## src/rtl/demux_pkg.sv

```systemverilog
// Shared types and helpers for the 1-to-N demux and its round-robin scheduler.
package demux_pkg;

  typedef enum logic [0:0] {
    IDLE  = 1'b0,
    DRIVE = 1'b1
  } state_t;

  function automatic int sel_w(input int n);
    return $clog2(n);
  endfunction

endpackage

```

## src/rtl/rr_lane_pick.sv

```systemverilog
// Combinational circular priority finder: first enabled lane at or after ptr,
// plus whether that lane is the highest enabled one.
module rr_lane_pick
  import demux_pkg::*;
#(
  parameter int N  = 4,
  parameter int SW = sel_w(N)
) (
  input  logic [N-1:0]  lane_en,
  input  logic [SW-1:0] ptr,
  output logic [SW-1:0] pick,
  output logic          any,
  output logic          is_last
);

  logic          found_s;
  logic [SW-1:0] hi_s;

  // circular search from ptr, and highest set bit of the mask
  always_comb begin
    found_s = 1'b0;
    pick    = {SW{1'b0}};
    hi_s    = {SW{1'b0}};
    for (int k = 0; k < N; k++) begin
      if (!found_s && lane_en[(int'(ptr) + k) % N]) begin
        pick    = SW'((int'(ptr) + k) % N);
        found_s = 1'b1;
      end else begin
        found_s = found_s;
      end
    end
    for (int i = 0; i < N; i++) begin
      if (lane_en[i]) begin
        hi_s = SW'(i);
      end else begin
        hi_s = hi_s;
      end
    end
  end

  assign any     = |lane_en;
  assign is_last = any && (pick == hi_s);

endmodule

```

## src/rtl/demux_rr_scheduler.sv

```systemverilog
// Round-robin sequencer feeding a 1-to-N demux: accepts serial bits over
// valid/ready and routes each to the next enabled lane for HOLD cycles.
module demux_rr_scheduler
  import demux_pkg::*;
#(
  parameter  int N         = 4,
  parameter  int HOLD      = 1,
  localparam int SEL_WIDTH = sel_w(N)
) (
  input  logic                 clk,
  input  logic                 rst_n,
  input  logic                 s_valid,
  input  logic                 s_data,
  output logic                 s_ready,
  input  logic [N-1:0]         lane_en,
  output logic                 in,
  output logic [SEL_WIDTH-1:0] sel,
  output logic                 strobe,
  output logic                 frame_done
);

  localparam int CW = ($clog2(HOLD + 1) < 1) ? 1 : $clog2(HOLD + 1);

  state_t               state_r, state_nxt_s;
  logic [SEL_WIDTH-1:0] ptr_r, ptr_nxt_s;
  logic [CW-1:0]        cnt_r, cnt_nxt_s;
  logic                 in_nxt_s, strobe_nxt_s, frame_done_nxt_s;
  logic [SEL_WIDTH-1:0] sel_nxt_s;
  logic [SEL_WIDTH-1:0] pick_s;
  logic                 any_s, is_last_s, accept_s;

  rr_lane_pick #(.N(N), .SW(SEL_WIDTH)) u_pick (
    .lane_en (lane_en),
    .ptr     (ptr_r),
    .pick    (pick_s),
    .any     (any_s),
    .is_last (is_last_s)
  );

  assign s_ready  = any_s && ((state_r == IDLE) || (cnt_r == {CW{1'b0}}));
  assign accept_s = s_valid && s_ready;

  // next-state and next-output decode
  always_comb begin
    state_nxt_s      = state_r;
    ptr_nxt_s        = ptr_r;
    cnt_nxt_s        = cnt_r;
    in_nxt_s         = in;
    sel_nxt_s        = sel;
    strobe_nxt_s     = strobe;
    frame_done_nxt_s = 1'b0;
    if (accept_s) begin
      state_nxt_s      = DRIVE;
      in_nxt_s         = s_data;
      sel_nxt_s        = pick_s;
      strobe_nxt_s     = 1'b1;
      cnt_nxt_s        = CW'(HOLD - 1);
      frame_done_nxt_s = is_last_s;
      ptr_nxt_s        = (pick_s == SEL_WIDTH'(N - 1)) ? {SEL_WIDTH{1'b0}}
                                                       : pick_s + SEL_WIDTH'(1);
    end else begin
      case (state_r)
        IDLE: begin
          frame_done_nxt_s = 1'b0;
        end
        DRIVE: begin
          if (cnt_r != {CW{1'b0}}) begin
            cnt_nxt_s = cnt_r - CW'(1);
          end else begin
            state_nxt_s  = IDLE;
            in_nxt_s     = 1'b0;
            strobe_nxt_s = 1'b0;
          end
        end
        default: begin
          state_nxt_s  = IDLE;
          in_nxt_s     = 1'b0;
          strobe_nxt_s = 1'b0;
        end
      endcase
    end
  end

  // state and registered outputs
  always_ff @(posedge clk or negedge rst_n) begin
    if (!rst_n) begin
      state_r    <= IDLE;
      ptr_r      <= {SEL_WIDTH{1'b0}};
      cnt_r      <= {CW{1'b0}};
      in         <= 1'b0;
      sel        <= {SEL_WIDTH{1'b0}};
      strobe     <= 1'b0;
      frame_done <= 1'b0;
    end else begin
      state_r    <= state_nxt_s;
      ptr_r      <= ptr_nxt_s;
      cnt_r      <= cnt_nxt_s;
      in         <= in_nxt_s;
      sel        <= sel_nxt_s;
      strobe     <= strobe_nxt_s;
      frame_done <= frame_done_nxt_s;
    end
  end

endmodule
```

## config.mk

```make
export PLATFORM = sky130hd
export DESIGN_NAME = demux_rr_scheduler
export DESIGN_NICKNAME = d
export VERILOG_FILES = /design/src/rtl/demux_pkg.sv /design/src/rtl/rr_lane_pick.sv /design/src/rtl/demux_rr_scheduler.sv
export SDC_FILE = /design/constraint.sdc
export NUM_CORES = 1
export LEC_CHECK = 0
export ABC_AREA = 1
export CORE_AREA = 10 10 47 49
export DETAILED_ROUTE_END_ITERATION = 10
export DIE_AREA = 0 0 57 59
export HOLD_SLACK_MARGIN = 0.1
export PLACE_DENSITY = 0.73
export RECOVER_POWER = 25
export SLEW_MARGIN = 20
export SYNTH_ARGS = -nofsm -noshare
export SYNTH_HDL_FRONTEND = slang
export SYNTH_SLANG_ARGS = --single-unit
```

## constraint.sdc

```tcl
create_clock -name clk -period 2.4 [get_ports clk]
set_input_delay 0.24 -clock clk [delete_from_list [all_inputs] [get_ports clk]]
set_output_delay 0.24 -clock clk [all_outputs]
set_load 0.02 [all_outputs]
```

# [Word level (Yosys, flattened, before mapping)]
# Cells that the tools add are included.
# Widths: inputs -> output; s select.
[totals] input_bits=8 ff_bits=9 wordCells=73 output_inout_bits=6
[op_classes] bitwise=5 n_mux=33 n_lt_le_gt_ge=4 n_eq_ne=3 reduce_logical=16 addsub=5
[op_table] op="$mux 1" n=22
[op_table] op="$mux 2" n=7
[op_table] op="$lt 3x4->1 const B" n=3
[op_table] op="$bmux 1 s2" n=4
[op_table] op="$logic_and 1x1->1" n=6
[op_table] op="$reduce_or 2->1" n=3
[op_table] op="$add 2x1->2 const B" n=2
[op_table] op="$add 2x2->2 const B" n=2
[op_table] op="$reduce_or 4->1" n=1
[op_table] op="$and 1x1->1 const A" n=3
[op_table] op="$logic_not 1->1" n=3
[op_table] op="$lt 2x3->1 const B" n=1
[op_table] op="$eq 2x2->1" n=1
[op_table] op="$eq 2x2->1 const B" n=1
[op_table] op="$ne 2x1->1 const B" n=1
[op_table] op="$not 1->1" n=2
[op_table] op="$reduce_and 2->1" n=1
[op_table] op="$reduce_bool 2->1" n=1
[op_table] op="$logic_or 1x1->1" n=1
[op_table] op="$sub 1x1->1 const B" n=1

# [Depth between registers and ports, before layout]
# Gate-level depths: netlist of the first run.
[logic_depth] word_depth=17 depth_mapped=15 depth_no_buf=14

# [Hierarchy]
# A second synthesis of the first run with hierarchy kept.
[hier_totals] hier_cells=101 hier_area_um2=620.6
[modules_own_cells] module="rr_lane_pick" seq_area_each_um2=0.0 n_inst=1 cells_per_inst=69 area_per_inst_um2=314.1
[modules_own_cells] module="demux_rr_scheduler" seq_area_each_um2=200.2 n_inst=1 cells_per_inst=32 area_per_inst_um2=306.5

# [Worst setup path after synthesis of the first run]
# Ideal clock, no wire load.
[synth_path] kind="register -> register" startpoint="register ptr_r[0]" endpoint="register frame_done" period_less_slack_ns=1.431 required_ns=2.282 arrival_ns=1.313 n_path_buf=1 setup_ns=0.118 slack_ns=0.969 path_stages_with_launch=12 cell_sequence="dfrtp_1 -> buf_6 -> inv_8 -> nand2_4 -> nand2_1 -> nor2_1 -> nor2_1 -> nand4_1 -> nand2_2 -> inv_1 -> nor2_1 -> nor2_2"
[synth_via] elab_chain_cells=15 elab_cells_between_ends=30 classes_between="add/sub: 3; eq/ne: 1; mux: 19; reduce/logical: 7"
[synth_lines] element="from (decl)" line_no="demux_rr_scheduler.sv:25" text="logic [SEL_WIDTH-1:0] ptr_r, ptr_nxt_s;"
[synth_lines] element="from (signal assigned)" line_no="demux_rr_scheduler.sv:88" text="ptr_r <= {SEL_WIDTH{1'b0}};"
[synth_lines] element="from (signal assigned)" line_no="demux_rr_scheduler.sv:96" text="ptr_r <= ptr_nxt_s;"
[synth_lines] element="$add 2x1->2 / $bmux 1 s2 (equally long branches)" line_no="rr_lane_pick.sv:25, rr_lane_pick.sv:26"
[synth_lines] element="$bmux 1 s2 / $mux 1 (equally long branches)" line_no="rr_lane_pick.sv:25" text="if (!found_s && lane_en[(int'(ptr) + k) % N]) begin"
[synth_lines] element="$mux 1 (implied by the code)" line_no="rr_lane_pick.sv:25"
[synth_lines] element="$mux 1 (implied by the code) / $logic_not 1->1 (equally long branches)" line_no="rr_lane_pick.sv:25"
[synth_lines] element="$logic_and 1x1->1" line_no="rr_lane_pick.sv:25"
[synth_lines] element="$mux 1" line_no="rr_lane_pick.sv:25"
[synth_lines] element="$logic_not 1->1" line_no="rr_lane_pick.sv:25"
[synth_lines] element="$logic_and 1x1->1" line_no="rr_lane_pick.sv:25"
[synth_lines] element="$mux 1" line_no="rr_lane_pick.sv:25"
[synth_lines] element="$logic_not 1->1" line_no="rr_lane_pick.sv:25"
[synth_lines] element="$logic_and 1x1->1" line_no="rr_lane_pick.sv:25"
[synth_lines] element="$mux 2 (*)" line_no="rr_lane_pick.sv:25"
[synth_lines] element="$eq 2x2->1 (*)" line_no="rr_lane_pick.sv:42" text="assign is_last = any && (pick == hi_s);"
[synth_lines] element="$logic_and 1x1->1 (*)" line_no="rr_lane_pick.sv:42"
[synth_lines] element="$mux 1 (*)" line_no="demux_rr_scheduler.sv:52" text="if (accept_s) begin"
[synth_lines] element="via frame_done_nxt_s" line_no="demux_rr_scheduler.sv:27" text="logic in_nxt_s, strobe_nxt_s, frame_done_nxt_s;"
[synth_lines] element="to (signal assigned)" line_no="demux_rr_scheduler.sv:101" text="frame_done <= frame_done_nxt_s;"
[synth_lines] element="to (decl)" line_no="demux_rr_scheduler.sv:19" text="output logic frame_done"
# Mark *: on every way through the listed nets, which the timed path passes. The rest lies on a longest branch. The select of a mux whose other input is x is not followed.
# A chain may end at the register's enable or synchronous reset.

# [Final worst setup path of the first run]
[layout_path] startpoint="input lane_en[1]" endpoint="output s_ready"
[layout_via] elab_chain_cells=2
[layout_lines] element="from (decl)" line_no="demux_rr_scheduler.sv:15" text="input logic [N-1:0] lane_en,"
[layout_lines] element="$reduce_or 4->1" line_no="rr_lane_pick.sv:41" text="assign any = |lane_en;"
[layout_lines] element="$logic_and 1x1->1" line_no="demux_rr_scheduler.sv:40" text="assign s_ready = any_s && ((state_r == IDLE) || (cnt_r == {CW{1'b0}}));"
[layout_lines] element="to (decl)" line_no="demux_rr_scheduler.sv:14" text="output logic s_ready,"
# Every way passes these cells.

==> qor.csv, run 1 <==
stage,metric,value,unit
status,outcome,finished clean,
setup_path,rr_worst_depth,9,
setup_path,cp_max_fo,3,
run,maxCapViolCount,0,
sta,fin_crit,1.79,ns
pwr,switching_share,0.518,
global_routing,grt_max_degree,10,
synth,yosysTopAreaCellShare,0.337,
routing,wirelength,1330,um
pwr,p_int,0.000462,W
routing,avgRoutedWirePerCell,11.1,um
synth,ys_ff_latch,8,
global_routing,grt_usage,0.0845,
synth,synth_nets,97,
routing,vias,596,
sta,final.period_utilization,0.747,
synth,yosysUniqueCellTypes,18,
sta,hold_ws,0.329,ns
clock_tree,h-tree-depth,1,
setup_path,arrival,1.55,ns
setup_path,r2r-start,ptr_r[0],
setup_path,critPathLaunchType,input pin,
setup_path,endpoint_kind,primary output,
synth,syn_inst,89,
clock_tree,cts_setup_buffers,0,
finish,antenna_cells,0,
setup_path,crit_type,input pin to primary output,
finish,n_fill_cell,151,
sta,rsz0062_at_grt,no,
routing,drt_iter0_markers,12,
finish,drive_above_1_share,0.173,
finish,syn_to_final_growth,27.2,%
finish,nNetsFinal,114,
synth,yosysMostFrequentCell,nand2_1,
setup_path,crit_family,buffers and inverters,
sta,slew_viol_final,0,
routing,firstDrtPassIters,4,
pwr,finalPower,0.000957,W
routing,avgViaCountPerCell,4.97,
pwr,switching_power,0.000495,W
clock_tree,cts_tree,yes,
placed_design,port-buffer-count,13,
placed_design,dp.final_hpwl,1130,um
finish,final_util,0.539,
synth,yosysTopAreaCell,dfrtp_1,
floorplan,dieWidth,57,um
synth,synth_edf_count,0,
setup_path,critPathBufInv,3,
sta,setup_viol,0,
sta,setup_slack,0.607,ns
global_routing,gr-total-overflow,0,
sta,max_freq,0.558,GHz
global_routing,grt_pass1_wl,2320,um
floorplan,start_util,0.424,
pwr,p_per_area,1270,mW/mm2
sta,worst_pin_slew,0.407,ns
sta,final.setup.tns,0,ns
synth,ys_seq_area_frac,0.337,
pwr,pwr-share-seq,0.242,
floorplan,dieHeight,59,um
routing,drc,0,
clock_tree,clkSinkCount,8,
min_path,min_path_type,input pin to async pin,
setup_path,crit_required,2.16,ns
pwr,clkPwrFrac,0.110,
synth,synth_area,594,um2
floorplan,core_area,0.00140,mm2
pwr,power.leakage,0.406,nW
floorplan,dieArea,0.00336,mm2
synth,synth_common_cells,"nand2_1, nand3_1, dfrtp_1, inv_1, nand2_2",
pwr,ir_worst_vdd,0.496,mV
setup_path,cp_common_cell,clkdlybuf4s50_1,
sta,fin_skew,0.00387,ns
sta,slew-limit-headroom,0.729,
synth,synthFlopType,dfrtp_1,
synth,post_synth.cell_area_avg,6.68,um2
floorplan,rows,14,
setup_path,r2r_slack,0.69,ns
routing,postRouteAntennaNets,0,
clock_tree,clock_path_buffers,2,
global_routing,antenna_found_initial,0,
clock_tree,cts-buffers-inserted,3,
placed_design,gp_congestion,0.753,
clock_tree,clk_pin_slew,0.06,ns
synth,async_flop_share,1.00,
setup_path,crit_chain,"clkdlybuf4s50_1, inv_1, nand3_1, clkdlybuf4s50_1",
setup_path,crit_slowest_cell,clkdlybuf4s50_1,
pwr,pwr-share-comb,0.648,
global_routing,grt_pass1_vias,550,
setup_path,r2r_end,frame_done,
clock_tree,clk_latency,0.26,ns
sta,finalHoldViolCount,0,
synth,synth_warnings,0,
setup_path,worst_path_largest_cell_delay,0.61,ns
placed_design,pre_cts_ws,0.549,ns
synth,synth_area_leaders,"dfrtp_1, nand2_1, nand3_1",
clock_tree,hold_buffers,0,
clock_tree,cts-root-buf,clkbuf_4,
clock_tree,cts_resized,0,
floorplan,pin_count,14,
worst reg2reg max path: cells and delay by family, from the launching register on:
kind	cells	cell delay (ns)
and+or+nand+nor	8	0.95
DFF	1	0.59
buffers and inverters	1	0.06
area by class of cell:
cell class	count	area (um2)	share of cell area
well taps	16	20.0	0.0265
inverters	11	48.8	0.0646
clock buffers	3	22.5	0.0298
flip-flops and latches	8	200	0.265
repair buffers	13	130	0.172
multi-input cells	69	334	0.442
flip-flops by register name, summed over array words and instances, names as in the netlist:
| name | count |
|---|---|
| ptr_r | 2 |
| sel | 2 |
| state_r | 1 |
| strobe | 1 |
| in | 1 |
| frame_done | 1 |
routing by layer:
layer,part of all wire,vias up,global-route usage
li1,-,309,-
met1,0.42,276,0.0980
met2,0.55,11,0.135
met3,0.034,0,0.0300
met4,0,0,0.0403
met5,0,-,0
logic make-up after synthesis:
| logic type | count (synthesis) | share of synthesized area |
|---|---|---|
| buffers and inverters | 12 | 0.101 |
| and+or+nand+nor | 64 | 0.514 |
| DFF | 8 | 0.337 |
| AOI/OAI and AO/OA | 5 | 0.0484 |
power groups by stage:
stage / combinational, W / clock (W) / sequential, W
2_1_floorplan: 0.000498 / 0 / 0.000234
5_1_grt: 0.000706 / 0.000119 / 0.000240
3_5_place_dp: 0.000624 / 0 / 0.000235
3_3_place_gp: 0.000612 / 0 / 0.000235
4_1_cts: 0.000626 / 0.000109 / 0.000233
6_report: 0.000620 / 0.000105 / 0.000232
worst max path at each step:
stage	start	end	slack (ns)	depth (start not counted)
2_1_floorplan	ptr_r[0]	frame_done	0.97	11
3_3_place_gp	lane_en[3]	frame_done	0.59	14
3_5_place_dp	lane_en[3]	frame_done	0.55	13
4_1_cts	lane_en[1]	s_ready	0.59	4
5_1_grt	ptr_r[0]	frame_done	0.51	9
6_report	lane_en[1]	s_ready	0.61	4
layout by cell type (no fill, tap or decap), drive strengths merged:
cell	n
a21oi	1
clkbuf	3
dfrtp	8
dlygate4sd3	1
clkdlybuf4s50	12
nand2	45
nand4	2
o21ai	3
nor2	8
inv	11
nand3	9
a22o	1
through the flow:
step                cells  cell area, um2
floorplan              89             594
global placement      117             733
detailed placement    117             733
CTS                   120             756
global route          120             756
finish                120             756
No activity file was read; power rests on OpenSTA's default activity.
==> run 2, diff against run 1 <==
==> constraint.sdc (replaced) <==
create_clock -name clk -period 1.74 [get_ports clk]
set_input_delay 0.174 -clock clk [delete_from_list [all_inputs] [get_ports clk]]
set_output_delay 0.174 -clock clk [all_outputs]
set_load 0.02 [all_outputs]
==> run 2 against run 1 <==
  * Setup slack got worse by 0.49 ns
  * Wire length down 2.3%
  * Cell count is 1.7% higher
  * First-iteration DRC count fell by 42%
  * Utilization rose by 2.9 points
  * Hold slack worse by 0.056 ns
  * Non-clock buffer count grew 2
  * Register-to-register slack worse by 0.55 ns
  * Cell area increased by 5.5%
  * Global-route usage decreased by 0.17 points
  * Die area is the same
  * Critical endpoint unchanged
  * Largest cell class unchanged
  * Largest power group unchanged
  * Highest routed layer is now met4
==> qor.csv, run 2 (synthesis gave the netlist of run 1 again) <==
stage,metric,value,unit,change
placed_design,dp_cells,119,,+1.7%
placed_design,placed_area,761,um2,+3.8%
global_routing,grt_usage,0.0828,,-0.00166
setup_path,worst_path_largest_cell_delay,0.61,ns,about the same
finish,syn_to_final_growth,34.1,%,
clock_tree,cts-root-buf,clkbuf_4,,
setup_path,critPathLaunchType,input pin,,
clock_tree,clkSinkCount,8,,unchanged
clock_tree,clk_latency,0.25,ns,about the same
setup_path,crit_family,buffers and inverters,,
clock_tree,cts_tree,yes,,
clock_tree,clock_path_buffers,2,,unchanged
clock_tree,hold_buffers,0,,unchanged
sta,setup_viol,0,,unchanged
setup_path,r2r_slack,0.14,ns,-0.55 ns
setup_path,crit_slowest_cell,clkdlybuf4s50_1,,
clock_tree,cts_setup_buffers,0,,unchanged
finish,n_fill_cell,139,,-7.9%
run,maxCapViolCount,0,,unchanged
routing,wirelength,1300,um,-2.3%
setup_path,arrival,1.45,ns,-0.10 ns
setup_path,critPathBufInv,3,,unchanged
clock_tree,cts_resized,0,,unchanged
global_routing,antenna_found_initial,0,,unchanged
sta,slew_viol_final,0,,unchanged
global_routing,grt_pass1_wl,2290,um,-1.2%
floorplan,dieWidth,57,um,unchanged
sta,fin_skew,0.00155,ns,-0.00232 ns
setup_path,cp_common_cell,clkdlybuf4s50_1,,
global_routing,grt_pass1_vias,556,,+1.1%
placed_design,pre_cts_ws,-0.0228,ns,-0.572 ns
clock_tree,cts-buffers-inserted,3,,unchanged
setup_path,startpoint,lane_en[1],,
setup_path,cp_max_fo,3,,unchanged
sta,fin_crit,1.63,ns,
finish,final_util,0.569,,+0.0295
floorplan,dieArea,0.00336,mm2,unchanged
sta,setup_slack,0.113,ns,-0.494 ns
sta,finalHoldViolCount,0,,unchanged
global_routing,grt_max_degree,10,,unchanged
routing,postRouteAntennaNets,0,,unchanged
global_routing,gr-total-overflow,0,,unchanged
placed_design,gp_congestion,0.751,,-0.36%
placed_design,port-buffer-count,13,,unchanged
finish,design_area,797,um2,+5.5%
floorplan,pin_count,14,,unchanged
finish,layout_commonest_cell,nand2_1,,
sta,rsz0062_at_grt,no,,
setup_path,cp.depth,4,,unchanged
clock_tree,clk_pin_slew,0.05,ns,about the same
setup_path,crit_path_end,s_ready,,
routing,drt_iter0_markers,7,,-5
setup_path,r2r_end,frame_done,,
routing,firstDrtPassIters,4,,unchanged
setup_path,crit_type,input pin to primary output,,
setup_path,crit_chain,"clkdlybuf4s50_1, inv_1, nand3_1, clkdlybuf4s50_1",,
routing,drc,0,,unchanged
sta,max_freq,0.615,GHz,
sta,slew-limit-headroom,0.752,,+0.0226
setup_path,r2r-start,ptr_r[0],,
min_path,min_path_type,input pin to async pin,,
status,outcome,finished clean,,
finish,final_cell_mix,"nand2_1, clkdlybuf4s50_1, nand2_2, nand3_1",,
placed_design,dp.final_hpwl,1070,um,-5.4%
floorplan,core_area,0.00140,mm2,unchanged
pwr,power.leakage,0.422,nW,+3.9%
pwr,ir_worst_vdd,0.807,mV,+63%
finish,top_regs,"ptr_r: 2 flops, sel: 2 flops",,
setup_path,crit_required,1.57,ns,-0.59 ns
routing,avgViaCountPerCell,4.94,,-0.48%
sta,worst_pin_slew,0.371,ns,-0.0351 ns
floorplan,rows,14,,unchanged
finish,antenna_cells,0,,unchanged
pwr,p_per_area,1790,mW/mm2,+41%
routing,vias,603,,+1.2%
finish,fin_cells,122,,+1.7%
routing,avgRoutedWirePerCell,10.7,um,-3.9%
floorplan,dieHeight,59,um,unchanged
setup_path,rr_worst_depth,13,,+4
sta,final.period_utilization,0.935,,
sta,hold_ws,0.273,ns,-0.0558 ns
floorplan,start_util,0.424,,unchanged
finish,drive_above_1_share,0.236,,+0.0628
clock_tree,h-tree-depth,1,,unchanged
setup_path,endpoint_kind,primary output,,
finish,nNetsFinal,116,,+1.8%
run 2: changes by cell type in the layout (fill, tap and decap cells not counted):
cell,previous run,this run
o21ai_2,0,1
buf_12,0,1
nor2_2,1,2
nor2_1,6,5
buf_4,0,1
nand2_2,7,10
o21ai_1,2,1
nand2_1,36,33
run 2: power by group:
part | total (W) | leakage (nW) | internal (W) | switching [W]
clock | 0.000139 | 0.0138 | 0.0000787 | 0.0000604
combinational | 0.000997 | 0.309 | 0.000377 | 0.000620
sequential | 0.000289 | 0.0984 | 0.000246 | 0.0000430
total | 0.00143 | 0.422 | 0.000702 | 0.000723
run 2: per-stage QoR:
| step | setup TNS (ns) | power [W] |
|---|---|---|
| floorplan | 0 | 0.00101 |
| global placement | -0.00411 | 0.00122 |
| detailed placement | -0.0228 | 0.00124 |
| CTS | 0 | 0.00139 |
| global route | 0 | 0.00157 |
| finish | 0 | 0.00143 |
run 2: area by class of cell:
| type | count | area, um2 | share of cell area |
|---|---|---|---|
| multi-input combinational | 69 | 348 | 0.436 |
| sequential | 8 | 200 | 0.251 |
| timing repair buffer | 15 | 158 | 0.198 |
| inverter | 11 | 48.8 | 0.0612 |
| clock buffer | 3 | 22.5 | 0.0283 |
| tap | 16 | 20.0 | 0.0251 |
run 2: layer usage:
layer  vias up  part of all wire  routed length (um)  track usage
li1        311                 -                   -            -
met1       268              0.43                 560       0.0898
met2        22              0.51                 662        0.140
met3         2             0.048                  62       0.0300
met4         0             0.013                  17       0.0403
met5         -                 0                   0            0
run 2: how the worst min path moves through the flow:
| stage | from | to | slack, ns | depth (start not counted) |
|---|---|---|---|---|
| floorplan | rst_n | frame_done | -0.12 | 0 |
| global placement | rst_n | in | 0.46 | 1 |
| detailed placement | strobe | strobe | 0.46 | 2 |
| CTS | rst_n | in | 0.21 | 1 |
| global route | rst_n | in | 0.28 | 1 |
| finish | rst_n | in | 0.27 | 1 |
==> run 3, diff against run 2 <==
==> constraint.sdc (replaced) <==
create_clock -name clk -period 2.1 [get_ports clk]
set_input_delay 0.21 -clock clk [delete_from_list [all_inputs] [get_ports clk]]
set_output_delay 0.21 -clock clk [all_outputs]
set_load 0.02 [all_outputs]
==> run 3 against run 2 <==
  * Critical path depth did not move
  * Die area did not move
  * Combinational power fell by 30%
  * Utilization fell by 2.9 points
  * Setup slack improved by 0.27 ns
  * Non-clock buffer count fell by 2
  * Wire length fell by 2.5%
  * Cell count fell by 1.6%
  * Critical path type unchanged
  * Critical endpoint unchanged
  * Largest power group unchanged
==> qor.csv, run 3 (synthesis gave the netlist of run 1 again) <==
stage,metric,value,unit,change
setup_path,r2r_end,frame_done,,
routing,drt_iter0_markers,8,,+1
global_routing,antenna_found_initial,0,,unchanged
global_routing,grt_pass1_wl,2310,um,+0.92%
setup_path,critPathLaunchType,input pin,,
floorplan,dieArea,0.00336,mm2,unchanged
sta,max_freq,0.582,GHz,
pwr,p_per_area,1440,mW/mm2,-20%
global_routing,grt_usage,0.0832,,+0.000397
clock_tree,hold_buffers,0,,unchanged
setup_path,arrival,1.51,ns,+0.06 ns
sta,fin_skew,0.00370,ns,+0.00214 ns
run,maxCapViolCount,0,,unchanged
setup_path,worst_path_largest_cell_delay,0.61,ns,about the same
floorplan,pin_count,14,,unchanged
clock_tree,cts_tree,yes,,
placed_design,gp_congestion,0.766,,+2.0%
routing,wirelength,1270,um,-2.5%
clock_tree,cts-root-buf,clkbuf_4,,
clock_tree,clk_latency,0.25,ns,about the same
floorplan,dieHeight,59,um,unchanged
clock_tree,cts_resized,0,,unchanged
global_routing,grt_pass1_vias,569,,+2.3%
routing,postRouteAntennaNets,0,,unchanged
status,outcome,finished clean,,
setup_path,crit_slowest_cell,clkdlybuf4s50_1,,
setup_path,endpoint_kind,primary output,,
routing,vias,579,,-4.0%
clock_tree,clock_path_buffers,2,,unchanged
floorplan,rows,14,,unchanged
sta,final.setup.tns,0,ns,unchanged
finish,multiInputGateArea,334,um2,-4.0%
routing,avgViaCountPerCell,4.83,,-2.4%
setup_path,crit_type,input pin to primary output,,
global_routing,gr-total-overflow,0,,unchanged
clock_tree,cts_setup_buffers,0,,unchanged
finish,top_regs,"ptr_r: 2 flops, sel: 2 flops",,
placed_design,pre_cts_ws,0.263,ns,+0.286 ns
clock_tree,cts-buffers-inserted,3,,unchanged
sta,setup_viol,0,,unchanged
placed_design,port-buffer-count,13,,unchanged
finish,final_cell_mix,"nand2_1, clkdlybuf4s50_1, nand3_1, inv_1, dfrtp_1",,
routing,firstDrtPassIters,4,,unchanged
finish,antenna_cells,0,,unchanged
floorplan,start_util,0.424,,unchanged
finish,regArea,200,um2,unchanged
pwr,ir_worst_vdd,0.647,mV,-20%
routing,avgRoutedWirePerCell,10.6,um,-0.83%
sta,slew-limit-headroom,0.729,,-0.0230
placed_design,dp.final_hpwl,1080,um,+1.2%
pwr,power.leakage,0.406,nW,-3.7%
sta,rsz0062_at_grt,no,,
finish,drive_above_1_share,0.173,,-0.0628
setup_path,cp_max_fo,3,,unchanged
floorplan,core_area,0.00140,mm2,unchanged
sta,setup_slack,0.383,ns,+0.270 ns
floorplan,dieWidth,57,um,unchanged
setup_path,cp_common_cell,clkdlybuf4s50_1,,
clock_tree,clk_pin_slew,0.05,ns,about the same
setup_path,cp.depth,4,,unchanged
setup_path,crit_required,1.89,ns,+0.32 ns
sta,worst_pin_slew,0.407,ns,+0.0358 ns
finish,n_fill_cell,148,,+6.5%
finish,layout_commonest_cell,nand2_1,,
setup_path,critPathBufInv,3,,unchanged
sta,fin_crit,1.72,ns,
global_routing,grt_max_degree,10,,unchanged
clock_tree,clkSinkCount,8,,unchanged
setup_path,rr_worst_depth,13,,unchanged
sta,slew_viol_final,0,,unchanged
setup_path,r2r_slack,0.42,ns,+0.28 ns
setup_path,crit_family,buffers and inverters,,
sta,finalHoldViolCount,0,,unchanged
finish,nNetsFinal,114,,-1.7%
sta,hold_ws,0.299,ns,+0.0258 ns
sta,final.period_utilization,0.818,,
routing,drc,0,,unchanged
clock_tree,h-tree-depth,1,,unchanged
setup_path,crit_chain,"clkdlybuf4s50_1, inv_1, nand3_1, clkdlybuf4s50_1",,
finish,final_util,0.539,,-0.0295
finish,syn_to_final_growth,27.2,%,
min_path,min_path_type,input pin to async pin,,
setup_path,r2r-start,ptr_r[0],,
run 3: changes by cell type in the layout (fill, tap and decap cells not counted):
cell / delta
buf_12: -1
buf_4: -1
nand2_1: +3
nand2_2: -3
nor2_1: +1
nor2_2: -1
o21ai_1: +1
o21ai_2: -1
run 3: where the power goes:
group / internal (W) / switching [W]
clock: 0.0000654 / 0.0000520
combinational: 0.000259 / 0.000443
sequential: 0.000203 / 0.0000650
run 3: per-layer routing:
layer  part of all wire  up-vias  wire length [um]  track usage
met4                  0        0                 0       0.0302
met2               0.51       11               653        0.141
met1               0.44      261               564       0.0897
li1                   -      307                 -            -
met5                  0        -                 0            0
met3              0.040        0                51       0.0365
run 3: area by class of cell:
type | instances | share of cell area
sequential | 8 | 0.265
tap | 16 | 0.0265
multi-input combinational | 69 | 0.442
inverter | 11 | 0.0646
clock buffer | 3 | 0.0298
timing repair buffer | 13 | 0.172
run 3: worst max-delay path by stage:
stage	start	endpoint	slack, ns
after floorplan	ptr_r[0]	frame_done	0.67
after global placement	lane_en[3]	frame_done	0.31
after detailed placement	lane_en[3]	frame_done	0.26
after CTS	lane_en[1]	s_ready	0.37
after global routing	ptr_r[0]	frame_done	0.20
final	lane_en[1]	s_ready	0.38
run 3: stage by stage:
| stage | cells | cell area (um2) | total power, W |
|---|---|---|---|
| global placement | 117 | 733 | 0.000961 |
| CTS | 120 | 756 | 0.00110 |
| detailed placement | 117 | 733 | 0.000980 |
| global route | 120 | 756 | 0.00122 |
| floorplan | 89 | 594 | 0.000836 |
| finish | 120 | 756 | 0.00109 |
